[config.mk]
export PLATFORM = sky130hd
export DESIGN_NAME = led_pattern_gen_flat
export DESIGN_NICKNAME = d
export VERILOG_FILES = /design/src/rtl/led_pkg.sv /design/src/rtl/led_pattern_gen_if.sv /design/src/rtl/led_channel.sv /design/src/rtl/led_pattern_gen.sv /design/src/flat_wrapper.sv
export SDC_FILE = /design/constraint.sdc
export NUM_CORES = 1
export LEC_CHECK = 0
export ABC_AREA = 1
export BUFFER_PORTS_ARGS = -buffer_cell sky130_fd_sc_hd__buf_2
export CORE_MARGIN = 8
export CORE_UTILIZATION = 35
export DETAILED_ROUTE_END_ITERATION = 6
export GPL_TIMING_DRIVEN = 0
export PLACE_DENSITY_LB_ADDON = 0.08
export SYNTH_ARGS = -nofsm -noshare
export SYNTH_HDL_FRONTEND = slang
export SYNTH_SLANG_ARGS = --single-unit
[constraint.sdc]
create_clock -name clk -period 1.8 [get_ports clk]
set_clock_uncertainty 0.05 [all_clocks]
set_input_delay 0.18 -clock clk [delete_from_list [all_inputs] [get_ports clk]]
set_output_delay 0.18 -clock clk [all_outputs]
set_load 0.02 [all_outputs]
[src/rtl/led_pkg.sv]
// +----------------------------------------------------------------------+
// | led_pkg - mode and breathe-direction encodings for led_pattern_gen   |
// | Rev 1.0                                                              |
// +----------------------------------------------------------------------+
`default_nettype none

package led_pkg;

  localparam int MODE_W = 2;

  typedef logic [MODE_W-1:0] led_mode_t;

  localparam logic [MODE_W-1:0] LED_OFF     = 2'd0;
  localparam logic [MODE_W-1:0] LED_ON      = 2'd1;
  localparam logic [MODE_W-1:0] LED_BLINK   = 2'd2;
  localparam logic [MODE_W-1:0] LED_BREATHE = 2'd3;

  localparam logic [0:0] DIR_UP = 1'b0;
  localparam logic [0:0] DIR_DN = 1'b1;

endpackage

`default_nettype wire

[src/rtl/led_pattern_gen_if.sv]
// +----------------------------------------------------------------------+
// | led_pattern_gen_if - one-cycle configuration write port              |
// | Rev 1.0                                                              |
// +----------------------------------------------------------------------+
`default_nettype none

interface led_pattern_gen_if
  import led_pkg::*;
#(
  parameter int NUM_CH = 4,
  parameter int CNT_W  = 16,
  parameter int PWM_W  = 8
);

  localparam int CH_W = (NUM_CH > 1) ? $clog2(NUM_CH) : 1;

  logic                cfg_we;
  logic [CH_W-1:0]     cfg_ch;
  logic [MODE_W-1:0]   cfg_mode;
  logic [CNT_W-1:0]    cfg_half;
  logic [PWM_W-1:0]    cfg_duty;

  modport master (
    output cfg_we,
    output cfg_ch,
    output cfg_mode,
    output cfg_half,
    output cfg_duty
  );

  modport slave (
    input cfg_we,
    input cfg_ch,
    input cfg_mode,
    input cfg_half,
    input cfg_duty
  );

endinterface

`default_nettype wire

[src/rtl/led_channel.sv]
// +----------------------------------------------------------------------+
// | led_channel - per-LED config, blink/breathe state and output flop    |
// | Rev 1.0                                                              |
// +----------------------------------------------------------------------+
`default_nettype none

module led_channel
  import led_pkg::*;
#(
  parameter int CNT_W    = 16,
  parameter int PWM_W    = 8,
  parameter int DEF_HALF = 500
) (
  input  wire logic              clk,
  input  wire logic              rst_n,
  input  wire logic              i_tick,
  input  wire logic [PWM_W-1:0]  i_pwm_cnt,
  input  wire logic              i_wr,
  input  wire logic [MODE_W-1:0] i_mode,
  input  wire logic [CNT_W-1:0]  i_half,
  input  wire logic [PWM_W-1:0]  i_duty,
  output logic                   o_led
);

  localparam logic [CNT_W-1:0] c_DEF_HALF = CNT_W'(DEF_HALF);
  localparam logic [CNT_W-1:0] c_CNT_ONE  = CNT_W'(1);
  localparam logic [PWM_W-1:0] c_PWM_ONE  = PWM_W'(1);
  localparam logic [PWM_W-1:0] c_PWM_MAX  = '1;

  logic [MODE_W-1:0] r_mode;
  logic [CNT_W-1:0]  r_half;
  logic [PWM_W-1:0]  r_duty;
  logic [CNT_W-1:0]  r_cnt;
  logic              r_phase;
  logic [PWM_W-1:0]  r_level;
  logic [0:0]        r_dir;
  logic              r_led;
  logic              w_led_nxt;

  // All-ones duty forces the output on even though pwm_cnt never exceeds it.
  function automatic logic pwm_on(input logic [PWM_W-1:0] d, input logic [PWM_W-1:0] cnt);
    return (d == c_PWM_MAX) || (cnt < d);
  endfunction

  always_comb begin
    w_led_nxt = 1'b0;
    case (r_mode)
      LED_ON:      w_led_nxt = pwm_on(r_duty, i_pwm_cnt);
      LED_BLINK:   w_led_nxt = r_phase & pwm_on(r_duty, i_pwm_cnt);
      LED_BREATHE: w_led_nxt = pwm_on(r_level, i_pwm_cnt);
      default:     w_led_nxt = 1'b0;
    endcase
  end

  always_ff @(posedge clk) begin
    if (!rst_n) begin
      r_mode  <= LED_OFF;
      r_half  <= c_DEF_HALF;
      r_duty  <= c_PWM_MAX;
      r_cnt   <= '0;
      r_phase <= 1'b1;
      r_level <= '0;
      r_dir   <= DIR_UP;
      r_led   <= 1'b0;
    end else begin
      r_led <= w_led_nxt;
      if (i_wr) begin
        r_mode  <= i_mode;
        r_half  <= (i_half == '0) ? c_CNT_ONE : i_half;
        r_duty  <= i_duty;
        r_cnt   <= '0;
        r_phase <= 1'b1;
        r_level <= '0;
        r_dir   <= DIR_UP;
      end else if (i_tick) begin
        if (r_mode == LED_BLINK) begin
          if (r_cnt == r_half - c_CNT_ONE) begin
            r_cnt   <= '0;
            r_phase <= ~r_phase;
          end else begin
            r_cnt <= r_cnt + c_CNT_ONE;
          end
        end
        if (r_mode == LED_BREATHE) begin
          // Direction flips on the step that lands on the end value.
          case (r_dir)
            DIR_UP: begin
              r_level <= r_level + c_PWM_ONE;
              if (r_level == c_PWM_MAX - c_PWM_ONE) r_dir <= DIR_DN;
            end
            default: begin
              r_level <= r_level - c_PWM_ONE;
              if (r_level == c_PWM_ONE) r_dir <= DIR_UP;
            end
          endcase
        end
      end
    end
  end

  assign o_led = r_led;

endmodule

`default_nettype wire

[src/rtl/led_pattern_gen.sv]
// +----------------------------------------------------------------------+
// | led_pattern_gen - multi-channel OFF/ON/BLINK/BREATHE LED driver      |
// | Rev 1.0                                                              |
// +----------------------------------------------------------------------+
`default_nettype none

module led_pattern_gen
  import led_pkg::*;
#(
  parameter int NUM_CH   = 4,
  parameter int TICK_DIV = 10,
  parameter int CNT_W    = 16,
  parameter int PWM_W    = 8,
  parameter int DEF_HALF = 500
) (
  input  wire logic          clk,
  input  wire logic          rst_n,
  led_pattern_gen_if.slave   cfg,
  output logic               o_tick,
  output logic [NUM_CH-1:0]  o_led
);

  localparam int c_PRE_W = (TICK_DIV > 1) ? $clog2(TICK_DIV) : 1;
  localparam int c_CH_W  = (NUM_CH > 1) ? $clog2(NUM_CH) : 1;

  localparam logic [c_PRE_W-1:0] c_PRE_LAST = c_PRE_W'(TICK_DIV - 1);
  localparam logic [c_PRE_W-1:0] c_PRE_ONE  = c_PRE_W'(1);
  localparam logic [PWM_W-1:0]   c_PWM_ONE  = PWM_W'(1);

  logic [c_PRE_W-1:0] r_pre;
  logic [PWM_W-1:0]   r_pwm_cnt;
  logic               w_tick;
  logic [NUM_CH-1:0]  w_wr;

  assign w_tick = (r_pre == c_PRE_LAST);
  assign o_tick = w_tick;

  always_ff @(posedge clk) begin
    if (!rst_n) begin
      r_pre     <= '0;
      r_pwm_cnt <= '0;
    end else begin
      r_pre     <= w_tick ? '0 : r_pre + c_PRE_ONE;
      r_pwm_cnt <= r_pwm_cnt + c_PWM_ONE;
    end
  end

  // An out-of-range cfg_ch matches no channel, so the write is dropped.
  for (genvar i = 0; i < NUM_CH; i++) begin : g_ch
    assign w_wr[i] = cfg.cfg_we && (cfg.cfg_ch == c_CH_W'(i));

    led_channel #(
      .CNT_W    (CNT_W),
      .PWM_W    (PWM_W),
      .DEF_HALF (DEF_HALF)
    ) u_ch (
      .clk       (clk),
      .rst_n     (rst_n),
      .i_tick    (w_tick),
      .i_pwm_cnt (r_pwm_cnt),
      .i_wr      (w_wr[i]),
      .i_mode    (cfg.cfg_mode),
      .i_half    (cfg.cfg_half),
      .i_duty    (cfg.cfg_duty),
      .o_led     (o_led[i])
    );
  end

endmodule

`default_nettype wire
[src/flat_wrapper.sv]
// flat-port wrapper written by rule: the top's interface ports become plain ports
module led_pattern_gen_flat import led_pkg::*;
#(
  parameter int NUM_CH   = 4,
  parameter int TICK_DIV = 10,
  parameter int CNT_W    = 16,
  parameter int PWM_W    = 8,
  parameter int DEF_HALF = 500
)
  (clk, rst_n, o_tick, o_led, cfg_cfg_we, cfg_cfg_ch, cfg_cfg_mode, cfg_cfg_half, cfg_cfg_duty);
  led_pattern_gen_if #(.NUM_CH(NUM_CH), .CNT_W(CNT_W), .PWM_W(PWM_W)) cfg_i ();
  input  wire logic clk;
  input  wire logic rst_n;
  output logic o_tick;
  output logic [NUM_CH-1:0] o_led;
  input wire logic [$bits(cfg_i.cfg_we)-1:0] cfg_cfg_we;
  input wire logic [$bits(cfg_i.cfg_ch)-1:0] cfg_cfg_ch;
  input wire logic [$bits(cfg_i.cfg_mode)-1:0] cfg_cfg_mode;
  input wire logic [$bits(cfg_i.cfg_half)-1:0] cfg_cfg_half;
  input wire logic [$bits(cfg_i.cfg_duty)-1:0] cfg_cfg_duty;
  assign cfg_i.cfg_we = cfg_cfg_we;
  assign cfg_i.cfg_ch = cfg_cfg_ch;
  assign cfg_i.cfg_mode = cfg_cfg_mode;
  assign cfg_i.cfg_half = cfg_cfg_half;
  assign cfg_i.cfg_duty = cfg_cfg_duty;
  led_pattern_gen #(.NUM_CH(NUM_CH), .TICK_DIV(TICK_DIV), .CNT_W(CNT_W), .PWM_W(PWM_W), .DEF_HALF(DEF_HALF)) u_core (.clk(clk), .rst_n(rst_n), .cfg(cfg_i), .o_tick(o_tick), .o_led(o_led));
endmodule
# Word-level counts from Yosys, hierarchy flattened
# Index checks and enable logic that the tools add are counted.
[totals] inputBits=31 regBits=224 wordCells=161 output_inout_bits=5
[op_classes] mux=25 eq_ne=36 bitwise_logic=9 magnitude_cmp=8 addsub=18 reduce_logical=31
[ops] op="$eq A8 B8 Y1 const B" n=12
[ops] op="$mux W16" n=5
[ops] op="$add A16 B1 Y16 const B" n=4
[ops] op="$eq A16 B16 Y1" n=4
[ops] op="$lt A8 B8 Y1" n=8
[ops] op="$sub A16 B1 Y16 const B" n=4
[ops] op="$add A8 B1 Y8 const B" n=5
[ops] op="$eq A8 B1 Y1 const B" n=4
[ops] op="$mux W8" n=4
[ops] op="$sub A8 B1 Y8 const B" n=4
[ops] op="$eq A2 B2 Y1 const B" n=10
[ops] op="$logic_not A16 Y1" n=1
[ops] op="$reduce_and A2 Y1" n=8
[ops] op="$mux W1" n=12
[ops] op="$pmux W1 S3" n=4
[ops] op="$reduce_and A3 Y1" n=4
[ops] op="$eq A2 B1 Y1 const B" n=5
[ops] op="$reduce_or A2 Y1" n=5
[ops] op="$logic_or A1 B1 Y1" n=8
[ops] op="$not A1 Y1" n=5
[ops] op="$add A4 B1 Y4 const B" n=1
[ops] op="$and A1 B1 Y1" n=4
[ops] op="$eq A4 B4 Y1 const B" n=1
[ops] op="$logic_and A1 B1 Y1" n=4
[ops] op="$logic_not A2 Y1" n=1

# Depth between registers and ports, before layout
[logic_depth] word_depth=4 depth_mapped=16 mapped_depth_nobuf=15

# Modules after synthesis
# A second synthesis with hierarchy kept.
[unflattened] hier_cells=2084 area_unflattened_um2=14154.8
[by_module_without_submodules] module="led_channel" instances=4 cells_each=503 seq_area_each_um2=1061.0 area_per_inst_um2=3408.3
[by_module_without_submodules] module="led_pattern_gen" instances=1 cells_each=72 seq_area_each_um2=240.2 area_per_inst_um2=521.8

# Worst setup path before layout
# Ideal clock, no wire load.
[synth_timing] kind="register to register" from="register u_core.r_pre[0]" to="register u_core.g_ch[3].u_ch.r_cnt[10]" path_slack_ps=-161 n_path_buf=1 synth_period_minus_slack_ps=1961 setup_time_ps=117 arrival_ps=1794 required_time_ps=1633 path_stages_with_launch=14 path_cell_list="dfxtp_1 > ha_1 > nand2_1 > nor2_4 > nand2_2 > nor2_1 > nand2_1 > nor2_1 > nand3_1 > nor2_1 > nand3_1 > nand2_1 > buf_6 > nor2_1"
[synth_between] elab_chain_cells=2
[synth_rtl] element="start: declaration" line_no="led_pattern_gen.sv:30" source="logic [c_PRE_W-1:0] r_pre;"
[synth_rtl] element="start signal: assignment" line_no="led_pattern_gen.sv:43" source="r_pre <= w_tick ? '0 : r_pre + c_PRE_ONE;"
[synth_rtl] element="$eq A4 B4 Y1" line_no="led_pattern_gen.sv:35" source="assign w_tick = (r_pre == c_PRE_LAST);"
[synth_rtl] element="net o_tick" line_no="flat_wrapper.sv:14" source="output logic o_tick;"
[synth_rtl] element="$reduce_and A2 Y1 (no line)"
[synth_rtl] element="end signal: assignment" line_no="led_channel.sv:81" source="r_cnt <= r_cnt + c_CNT_ONE;"
[synth_rtl] element="end: declaration" line_no="led_channel.sv:33" source="logic [CNT_W-1:0] r_cnt;"
# The timed path passes the listed nets, and every way through them passes these cells.
# A chain may end at the register's enable or synchronous reset.

# Final worst setup path
[layout_timing] from="register u_core.r_pre[0]" to="register u_core.g_ch[3].u_ch.r_cnt[9]"
[layout_between] elab_chain_cells=2
[layout_rtl] element="$eq A4 B4 Y1" line_no="led_pattern_gen.sv:35"
[layout_rtl] element="$reduce_and A2 Y1 (no line)"
# No other way between the ends.

==> results.toml <==
[synth]
postSynthCellCount = 1991
ys_types = 48
async_flop_share_pct = 0
synth_top_area_share_pct = 32.9
ys_warn_count = 0
synth_edf_count = 0
synth_area_leaders = "dfxtp_1 (33%), nand2_1 (12%), inv_1 (8.1%), ha_1 (7.6%), nor2_1 (6.8%)"
synthFlopType = "dfxtp_1"
synth_top_area_cell = "dfxtp_1"
synth-seq-area-share_pct = 32.9
syn_area_um2 = 13600
syn_area_per_cell_um2 = 6.84
ys_ff_latch = 224
syn-num-nets = 2105

[drt]
wl_mm = 42.6
drt_pass1_iterations = 6
wl_per_cell_um = 15.8
vias_per_cell = 4.85
drcViolationCount = 0
num_vias = 13100
ant_nets = 0
drt-initial-drc-count = 954

[cts]
clockRootBuffer = "clkbuf_16"
worstSkewPairLatency_ns = 0.56
cts_tree = "yes"
cts_buffer_depth = 3
cts_sinks = 224
cts.clk_slew.worst_paths_ns = 0.06
h-tree-depth = 1
cts-buffers-inserted = 29

[worst_setup_path]
cp_num_buf_inv = 2
cp_max_fo = 5
critPathCaptureType = "register"
cp_slowest_stage_delay_ns = 0.37
path_class = "reg -> reg"
cp-start-kind = "register"
required_ns = 2.20
crit_family = "simple AND/OR/NAND/NOR gates"
path_cells = "ha_4 > nand2_4 > nor2_4 > buf_12 > nand2_8 > nor2_2 > nand2_1 > nor2_2 > nand3_2 > nor2_4 > nand3_4 > nand2_4 > buf_6 > nor2_1"
arrival_ns = 2.49
slowest_stage = "dfxtp_2"

[floorplanning]
core_um2 = 38600
die_x_um = 213
initial_core_util_pct = 35.3
io_pins = 36
die_y_um = 213
num_rows = 72
dieArea_um2 = 45500

[final_layout]
areaGrowthSynthToFinish_pct = 27.7
mostFrequentLayoutCells = "nand2_1 (418), inv_1 (270), dfxtp_1 (202), nor2_1 (177), o21ai_0 (81)"
drive_gt1_share_pct = 19.4
fillers = 4034
final_common_cell = "nand2_1"
final_nets = 2269
n_antenna_cell = 0

[place]
io_buffers = 34
gp_congestion = 0.857
dp_hpwl_mm = 30.8

[run_status]
violations = "setup timing"
status = "finished with violations"

[sta]
fmax_ghz = 0.478
drv_slew = 0
rsz0062_at_grt = "true"
slew_headroom_pct = 38.1
worst_slew_pin_slew_ns = 0.916
period_needed_ns = 2.09
fin_crit_sh_pct = 116
hold_slack_ns = 0.0155
hold_viol_final = 0
worst_slack_ns = -0.291
fin_tns_setup_ns = -13.38
final-setup-viol-count = 76

[grt]
use_met3_pct = 2.07
grt_pass1_vias = 12000
grt_start_max_net_pins = 14
track_usage_pct = 18.3
overflow = 0
antenna_found_initial = 0
use_met1_pct = 25.7
grt.busiest_layer = "met2"
grt_pass1_wl_mm = 66.2
grtUsageMet2_pct = 29.7

[power_and_ir_drop]
power_density_nw_per_um2 = 690
p_leak_nw = 7.87
ir_worst_vdd_mv = 0.676

[run]
maxCapViolCount = 0

[hold_path]
hold_class = "in -> reg"
[tightest hold or removal path, delay by kind of cell]
family / cells / cell delay [ns]
AOI/OAI and AO/OA: 1 / 0.18
buffers and inverters: 2 / 0.23
[what timing repair did]
action,in CTS,in global routing
setup buffers,50,29
gates cloned,3,1
resized for setup,160,162
pin swaps,42,73
hold buffers,20,0
endpoints found under the hold margin,57,0
endpoints found under the setup margin,117,97
[cell usage after synthesis (2+ instances only)]
master,number
clkinv_1,2
and2_1,2
o211ai_1,8
buf_4,4
o22ai_1,24
a21o_1,7
nand3_2,4
nor2_1,247
nor2_8,2
nand2_1,448
nand3_1,96
ha_1,83
dfxtp_1,224
a22oi_1,54
buf_1,3
nor2_2,11
xnor2_1,27
inv_2,3
a31oi_1,2
nand2_2,8
o41ai_1,2
inv_1,295
nor3_1,28
o31ai_1,4
nor4_1,11
o21a_1,8
a211oi_1,5
xor2_1,72
and3_1,2
a21oi_1,84
nand3b_1,16
clkbuf_1,25
nor3_2,3
nor2_4,8
o21ai_0,114
buf_6,3
nand4_1,40
or2_2,2
[metal layers]
| layer | wire (um) | up-vias |
|---|---|---|
| li1 | - | 6807 |
| met1 | 21100 | 5987 |
| met3 | 1420 | 56 |
| met5 | 0 | - |
| met4 | 1020 | 0 |
| met2 | 19100 | 222 |
[kinds of logic (layout without fill, tap and decap cells)]
| kind of cell | Yosys count | after routing | synth area share [%] |
|---|---|---|---|
| flops | 224 | 224 | 32.9 |
| simple gates | 932 | 933 | 29.9 |
| buf+inv | 336 | 521 | 9.55 |
| xor+xnor | 99 | 99 | 6.37 |
| mux | 1 | 1 | 0.0735 |
| fa+ha+maj | 83 | 83 | 7.63 |
| compound gates | 316 | 316 | 13.6 |
[state kept, by name, summed over array words and instances, names as in the netlist]
name / cells
u_core.g_ch.u_ch.r_mode: 8
u_core.g_ch.u_ch.r_duty: 32
u_core.g_ch.u_ch.r_dir: 4
u_core.r_pre: 4
u_core.g_ch.u_ch.r_level: 32
u_core.g_ch.u_ch.r_cnt: 64
u_core.g_ch.u_ch.o_led: 4
u_core.r_pwm_cnt: 8
u_core.g_ch.u_ch.r_half: 64
u_core.g_ch.u_ch.r_phase: 4
[stage by stage]
step                util [%]  instances  cell area (um2)  total power [mW]  setup WS, ns
floorplan                  -       1991            13700              5.81       -0.0567
global placement        37.7       2543            14500              6.12        -0.731
detailed placement      37.7       2543            14500              6.13        -0.754
CTS                     43.2       2668            16700              12.1        -0.252
global route            45.1       2695            17400              12.5        -0.406
finish                  45.1       2695            17400              12.0        -0.291
[report_power, final]
group,internal (mW),switching [mW]
combinational,0.386,0.640
sequential,5.06,0.111
clock,3.49,2.31
total,8.93,3.06
[cell type report]
type / count / area [um2] / area share [%]
clock buffers: 42 / 835 / 4.80
clock inverters: 11 / 114 / 0.655
flip-flops and latches: 224 / 4520 / 26.0
inverters: 300 / 1140 / 6.56
multi-input cells: 1432 / 8810 / 50.7
repair buffers: 135 / 1160 / 6.70
plain buffers: 33 / 161 / 0.928
well taps: 518 / 648 / 3.73
[final timing paths]
check | start | end | slack, ns | cells past startpoint
max | u_core.r_pre[0] | u_core.g_ch[3].u_ch.r_cnt[9] | -0.29 | 14
min | cfg_cfg_half[15] | u_core.g_ch[1].u_ch.r_half[15] | 0.02 | 3
max reg2reg | u_core.r_pre[0] | u_core.g_ch[3].u_ch.r_cnt[9] | -0.29 | 14
min reg2reg | u_core.r_pre[0] | u_core.r_pre[0] | 0.41 | 1
(Power assumes the default switching activity.)
